File: src/rtl/jtframe_pdm2pcm.sv
// 1-bit PDM to 16-bit PCM decoder: input synchronizer, modulator feedback bit and
// a 3rd-order CIC decimator by 2^LOG2R with a single-cycle output strobe.
module jtframe_pdm2pcm #(
    parameter int   LOG2R      = 6,
    parameter logic SIGNED_SND = 1'b1
) (
    input  logic        clk_dac,
    input  logic        rst,
    input  logic        cen,
    input  logic        pdm_in,
    output logic        pdm_fb,
    output logic [15:0] pcm,
    output logic        pcm_stb,
    output logic        clip
);
    localparam int L = LOG2R;
    localparam int W = 3*L + 1;
    // Mid-scale of the comb output, 2^(3L-1)
    localparam logic [W-1:0] HALF = {2'b01, {(3*L-1){1'b0}}};

    if (LOG2R < 6 || LOG2R > 8) begin : g_bad_log2r
        $error("jtframe_pdm2pcm: LOG2R must be in 6..8");
    end

    logic         s1_q, s2_q, fb_q;
    logic [W-1:0] i1_q, i2_q, i3_q;
    logic [W-1:0] d1_q, d2_q, d3_q;
    logic [L-1:0] cnt_q;
    logic         tick_q;
    logic [15:0]  pcm_q;
    logic         stb_q, clip_q;

    logic [W-1:0] x, c1, c2, c3, dv;
    logic [15:0]  p, pcm_d;
    logic         sat;

    always_comb begin
        x     = {{(W-1){1'b0}}, s2_q};
        c1    = i3_q - d1_q;
        c2    = c1 - d2_q;
        c3    = c2 - d3_q;
        dv    = c3 - HALF;
        // Only the exact full-scale positive value overflows the 16-bit window
        sat   = (dv == HALF);
        p     = sat ? 16'h7FFF : dv[3*L-1 -: 16];
        pcm_d = SIGNED_SND ? p : {~p[15], p[14:0]};
    end

    // The synchronizer runs every cycle so cen gating never widens its latency
    always_ff @(posedge clk_dac or posedge rst) begin
        if (rst) begin
            s1_q <= 1'b0;
            s2_q <= 1'b0;
        end else begin
            s1_q <= pdm_in;
            s2_q <= s1_q;
        end
    end

    always_ff @(posedge clk_dac or posedge rst) begin
        if (rst) begin
            fb_q   <= 1'b0;
            i1_q   <= '0;
            i2_q   <= '0;
            i3_q   <= '0;
            cnt_q  <= '0;
            tick_q <= 1'b0;
        end else begin
            tick_q <= cen && (cnt_q == {L{1'b1}});
            if (cen) begin
                fb_q  <= s2_q;
                i1_q  <= i1_q + x;
                i2_q  <= i2_q + i1_q;
                i3_q  <= i3_q + i2_q;
                cnt_q <= cnt_q + 1'b1;
            end
        end
    end

    // pcm_stb is a pure strobe: no ready, pcm/clip are valid and stable from it to the next
    always_ff @(posedge clk_dac or posedge rst) begin
        if (rst) begin
            d1_q   <= '0;
            d2_q   <= '0;
            d3_q   <= '0;
            pcm_q  <= '0;
            clip_q <= 1'b0;
            stb_q  <= 1'b0;
        end else begin
            stb_q <= tick_q;
            if (tick_q) begin
                d1_q   <= i3_q;
                d2_q   <= c1;
                d3_q   <= c2;
                pcm_q  <= pcm_d;
                clip_q <= sat;
            end
        end
    end

    assign pdm_fb  = fb_q;
    assign pcm     = pcm_q;
    assign pcm_stb = stb_q;
    assign clip    = clip_q;
endmodule
File: config.mk
export PLATFORM = sky130hd
export DESIGN_NAME = jtframe_pdm2pcm
export DESIGN_NICKNAME = d
export VERILOG_FILES = /design/src/rtl/jtframe_pdm2pcm.sv
export SDC_FILE = /design/constraint.sdc
export NUM_CORES = 1
export LEC_CHECK = 0
export BUFFER_PORTS_ARGS = -buffer_cell sky130_fd_sc_hd__buf_2
export CAP_MARGIN = 20
export CORE_ASPECT_RATIO = 0.7
export CORE_MARGIN = 4
export CORE_UTILIZATION = 57
export CTS_CLUSTER_DIAMETER = 120
export CTS_CLUSTER_SIZE = 20
export DETAILED_ROUTE_END_ITERATION = 6
export GPL_TIMING_DRIVEN = 1
export PLACE_DENSITY = 0.84
export RECOVER_POWER = 50
export SLEW_MARGIN = 15
export SYNTH_ARGS = -nofsm -noshare
export SYNTH_HDL_FRONTEND = slang
export SYNTH_SLANG_ARGS = --single-unit
File: constraint.sdc
create_clock -name clk_dac -period 12.4 [get_ports clk_dac]
set_input_delay 1.24 -clock clk_dac [delete_from_list [all_inputs] [get_ports clk_dac]]
set_output_delay 1.24 -clock clk_dac [all_outputs]
set_load 0.01 [all_outputs]
; Word-level counts from Yosys, hierarchy flattened
; Index checks and enable logic that the tools add are counted.
[classes]
n_mux = 1
n_reduce_logical = 1
n_eq_ne = 2
n_addsub = 8
[op_table]
columns = cell, n
row1 = $sub A19 B19 Y19, 3
row2 = $add A19 B19 Y19, 2
row3 = $add A19 B1 Y19, 1
row4 = $eq A19 B18 Y1 const B, 1
row5 = $sub A19 B18 Y19 const B, 1
row6 = $mux W16, 1
row7 = $add A6 B1 Y6 const B, 1
row8 = $eq A6 B6 Y1 const B, 1
row9 = $logic_and A1 B1 Y1, 1
[totals]
ff_bits = 142
inputBits = 4

; Longest topological paths before layout
[depth]
word_depth = 6
mapped_depth = 31
ltp_nobuf = 30

; Worst setup path after synthesis
; OpenSTA, ideal clock, no wires.
[synth_path]
path_kind = register to register
start = reg i3_q[0]
end = reg pcm_q[10], in the netlist pcm[10]
stages_incl_launch_ff = 31
required_time_ps = 12279
synth_period_minus_slack_ps = 5424
slack_ps = 6976
setup_time_ps = 121
t_arrival_ps = 5303
cell_sequence = dfrtp_1 -> inv_1 -> ha_1 -> fa_1 -> nand2b_1 -> nand2_1 -> a21oi_1 -> xnor2_1 -> ha_1 -> o21a_1 -> o31a_1 -> o311a_1 -> nor4_1 -> a21oi_1 -> a21oi_1 -> o21ai_0 -> a21oi_1 -> o21bai_1 -> xor2_1 -> ha_1 -> ha_1 -> a21o_1 -> o21a_1 -> o2bb2ai_1 -> o21bai_1 -> a21oi_1 -> xnor2_1 -> xnor3_1 -> nand4_4 -> buf_12 -> nand2_2
[synth_via]
elab_chain_cells = 6
[synth_lines]
columns = item, line_no
row1 = start: declaration, 26  ; logic [W-1:0] i1_q, i2_q, i3_q;
row2 = start signal: assignment, 74  ; i3_q <= i3_q + i2_q;
row3 = $sub A19 B19 Y19, 39  ; c1 = i3_q - d1_q;
row4 = named net c1[4], 33  ; logic [W-1:0] x, c1, c2, c3, dv;
row5 = $sub A19 B19 Y19, 40  ; c2 = c1 - d2_q;
row6 = named net c2[14], 33
row7 = $sub A19 B19 Y19, 41  ; c3 = c2 - d3_q;
row8 = $sub A19 B18 Y19, 42  ; dv = c3 - HALF;
row9 = $eq A19 B18 Y1, 44  ; sat = (dv == HALF);
row10 = $mux W16, 45  ; p = sat ? 16'h7FFF : dv[3*L-1 -: 16];
row11 = end signal: assignment, 95  ; pcm_q <= pcm_d;
row12 = end: declaration, 30  ; logic [15:0] pcm_q;
; The timed path passes the listed nets, and every way through them passes these cells.
; A chain may end at the register's enable or synchronous reset.

==> results.toml <==
[run_status]
outcome = "finished, violations left"
violations = "max-capacitance violations, max-slew violations"

[sta]
min_period_ns = 6.63
final.setup_skew_ns = 0.00583
tightestPinTransition_ns = 4.49
maxSlewViolCount = 287
slew-limit-headroom_pct = -200
rsz0062_at_grt = "false"
finalSetupViolCount = 0
fin_tns_setup_ns = 0
hold_viol = 0
timing.final.crit_share_pct = 53.4
max_freq_mhz = 151

[clocking]
cts_htree_levels = 4
clk_pin_slew_ns = 0.06
post_cts_resized = 0
ctsHoldBuffers = 0
cts_tree = "built"
clock-sinks = 142
cts_buffers = 17
ctsLongestPathBuffers = 2
post_cts_buffers = 0
clk_latency_ns = 0.42
cts-root-buf = "clkbuf_16"

[synth]
ys_types = 60
syn-num-nets = 1136
async_flop_share_pct = 100
ys.flop_type = "dfrtp_1"
syn_inst = 1017
seq_area_frac_synth_pct = 36.8
synth_warnings = 0
synth-seq-cells = 142
avgSynthCellArea_um2 = 9.49
syn-cell-area_um2 = 9650
synth-edff-count = 0

[finish]
layout_commonest_cell = "dfrtp_1"
area_growth_pct = 8.79
fillers = 1307
mostFrequentLayoutCells = "dfrtp_1, ha_1, nand2_1, o21ai_0, inv_1"
antenna_cells = 0
fin_nets = 1159
drive_gt1_share_pct = 8.83

[global_route]
grt-ovfl-total = 0
antenna_found_initial = 0
grt_pass1_wl_um = 33100
grt_usage_pct = 21.0
grt_pass1_vias = 7304
grt_max_degree = 91

[place]
gp_congestion = 0.858
hpwlAfterDp_um = 13000
port_buffers = 22

[critical_path]
critPathMaxFanout = 86
cp-end-kind = "async pin"
slowest_delay_ns = 3.25
arrival_ns = 6.09
cp_top_family = "buffers and inverters"
critPathBufInv = 3
cp-start-kind = "primary input"
path_cells = "buf_2, clkinvlp_2, clkbuf_1"
required_ns = 11.87
path_class = "primary input to async pin"
worst_path_max_delay_cell = "clkbuf_1"

[detailed_routing]
drt_wl_total_um = 18700
drt_iter0_drc = 554
vias = 7134
drtAntennaViolNets = 0
wire_per_inst_um = 14.7
viasPerCell = 5.58
drc = 0
firstDrtPassIters = 5

[floorplanning]
die_x_um = 164
initial_core_util_pct = 58.7
core_um2 = 16400
die_y_um = 117
ios = 23
fp-row-count = 39
die-area_um2 = 19100

[min_path]
min_path_type = "flip-flop to flip-flop"

[run]
drv_cap = 4
-- cells by family (layout without fill, tap and decap cells) --
group	after synthesis	after routing	synth area share, %
buffers and inverters	106	142	4.29
DFF	142	142	36.8
AOI/OAI and AO/OA	249	249	16.8
xor gates and xnor gates	95	95	8.96
and+or+nand+nor	267	267	12.9
muxes	43	43	4.88
adders and majority gates	115	115	15.3
-- metal layers --
| metal | vias up | part of all wire, % | track usage, % |
|---|---|---|---|
| met3 | 20 | 3.1 | 4.13 |
| li1 | 3596 | - | - |
| met2 | 109 | 45 | 34.0 |
| met5 | - | 0 | 0 |
| met4 | 0 | 1.2 | 6.37 |
| met1 | 3409 | 50 | 29.0 |
-- flip-flops by register name (all words and copies together), names as in the netlist --
signal	flops
clip	1
cnt_q	6
d1_q	19
d2_q	19
d3_q	19
i1_q	19
i2_q	19
i3_q	19
pcm	16
pcm_stb	1
pdm_fb	1
s1_q	1
s2_q	1
tick_q	1
-- cell type report --
type	count	area, um^2	area share, %
Clock inverter	10	88.8	0.846
Timing Repair Buffer	25	97.6	0.930
Tap cell	225	282	2.68
Sequential cell	142	3550	33.9
Inverter	85	320	3.05
Multi-Input combinational cell	769	5680	54.1
Clock buffer	22	474	4.52
-- synthesized netlist by cell type, types with 9 or more instances --
master      n  area, um^2
nand2_2    10        62.6
nand3_1    15        75.1
o21ai_0    89         445
nor2b_1     9        56.3
dfrtp_1   142        3550
a21oi_1    62         310
nand2b_1   13        81.3
a21o_1     21         158
mux2_2     32         360
mux2i_1    11         110
xor2_1     21         184
ha_1      110        1380
clkbuf_1   16        60.1
nand2_1   108         405
inv_1      85         319
nor3_1     16        80.1
o21a_1     17         128
nor2_1     59         221
nand4_1    10        62.6
xnor2_1    72         631
-- worst paths after layout --
check	startpoint	endpoint	slack [ns]	cells after the start
max in group clk_dac	i3_q[1]	pcm[15]	5.97	27
worst max-delay path	rst	d1_q[15]	5.77	3
worst min-delay path	s1_q	s2_q	0.35	0
worst max register to register	i3_q[1]	pcm[15]	5.97	27
worst min register to register	s1_q	s2_q	0.35	0
min in group asynchronous	rst	d2_q[2]	1.52	2
-- stage by stage --
step | utilization (%) | setup slack [ns] | cells | instance area (um^2) | hold WS, ns
CTS | 64.1 | 6.06 | 1278 | 10500 | 0.349
detailed placement | 60.7 | 6.13 | 1246 | 9980 | 0.335
global route | 63.8 | 4.40 | 1278 | 10500 | 0.358
finish | 63.8 | 5.77 | 1278 | 10500 | 0.347
global placement | 60.7 | 6.49 | 1246 | 9980 | 0.334
floorplan | - | 6.98 | 1017 | 9650 | 0.331
Power is not shown: default switching activity piles up to over one toggle a cycle in this logic, so the estimate is an artifact.
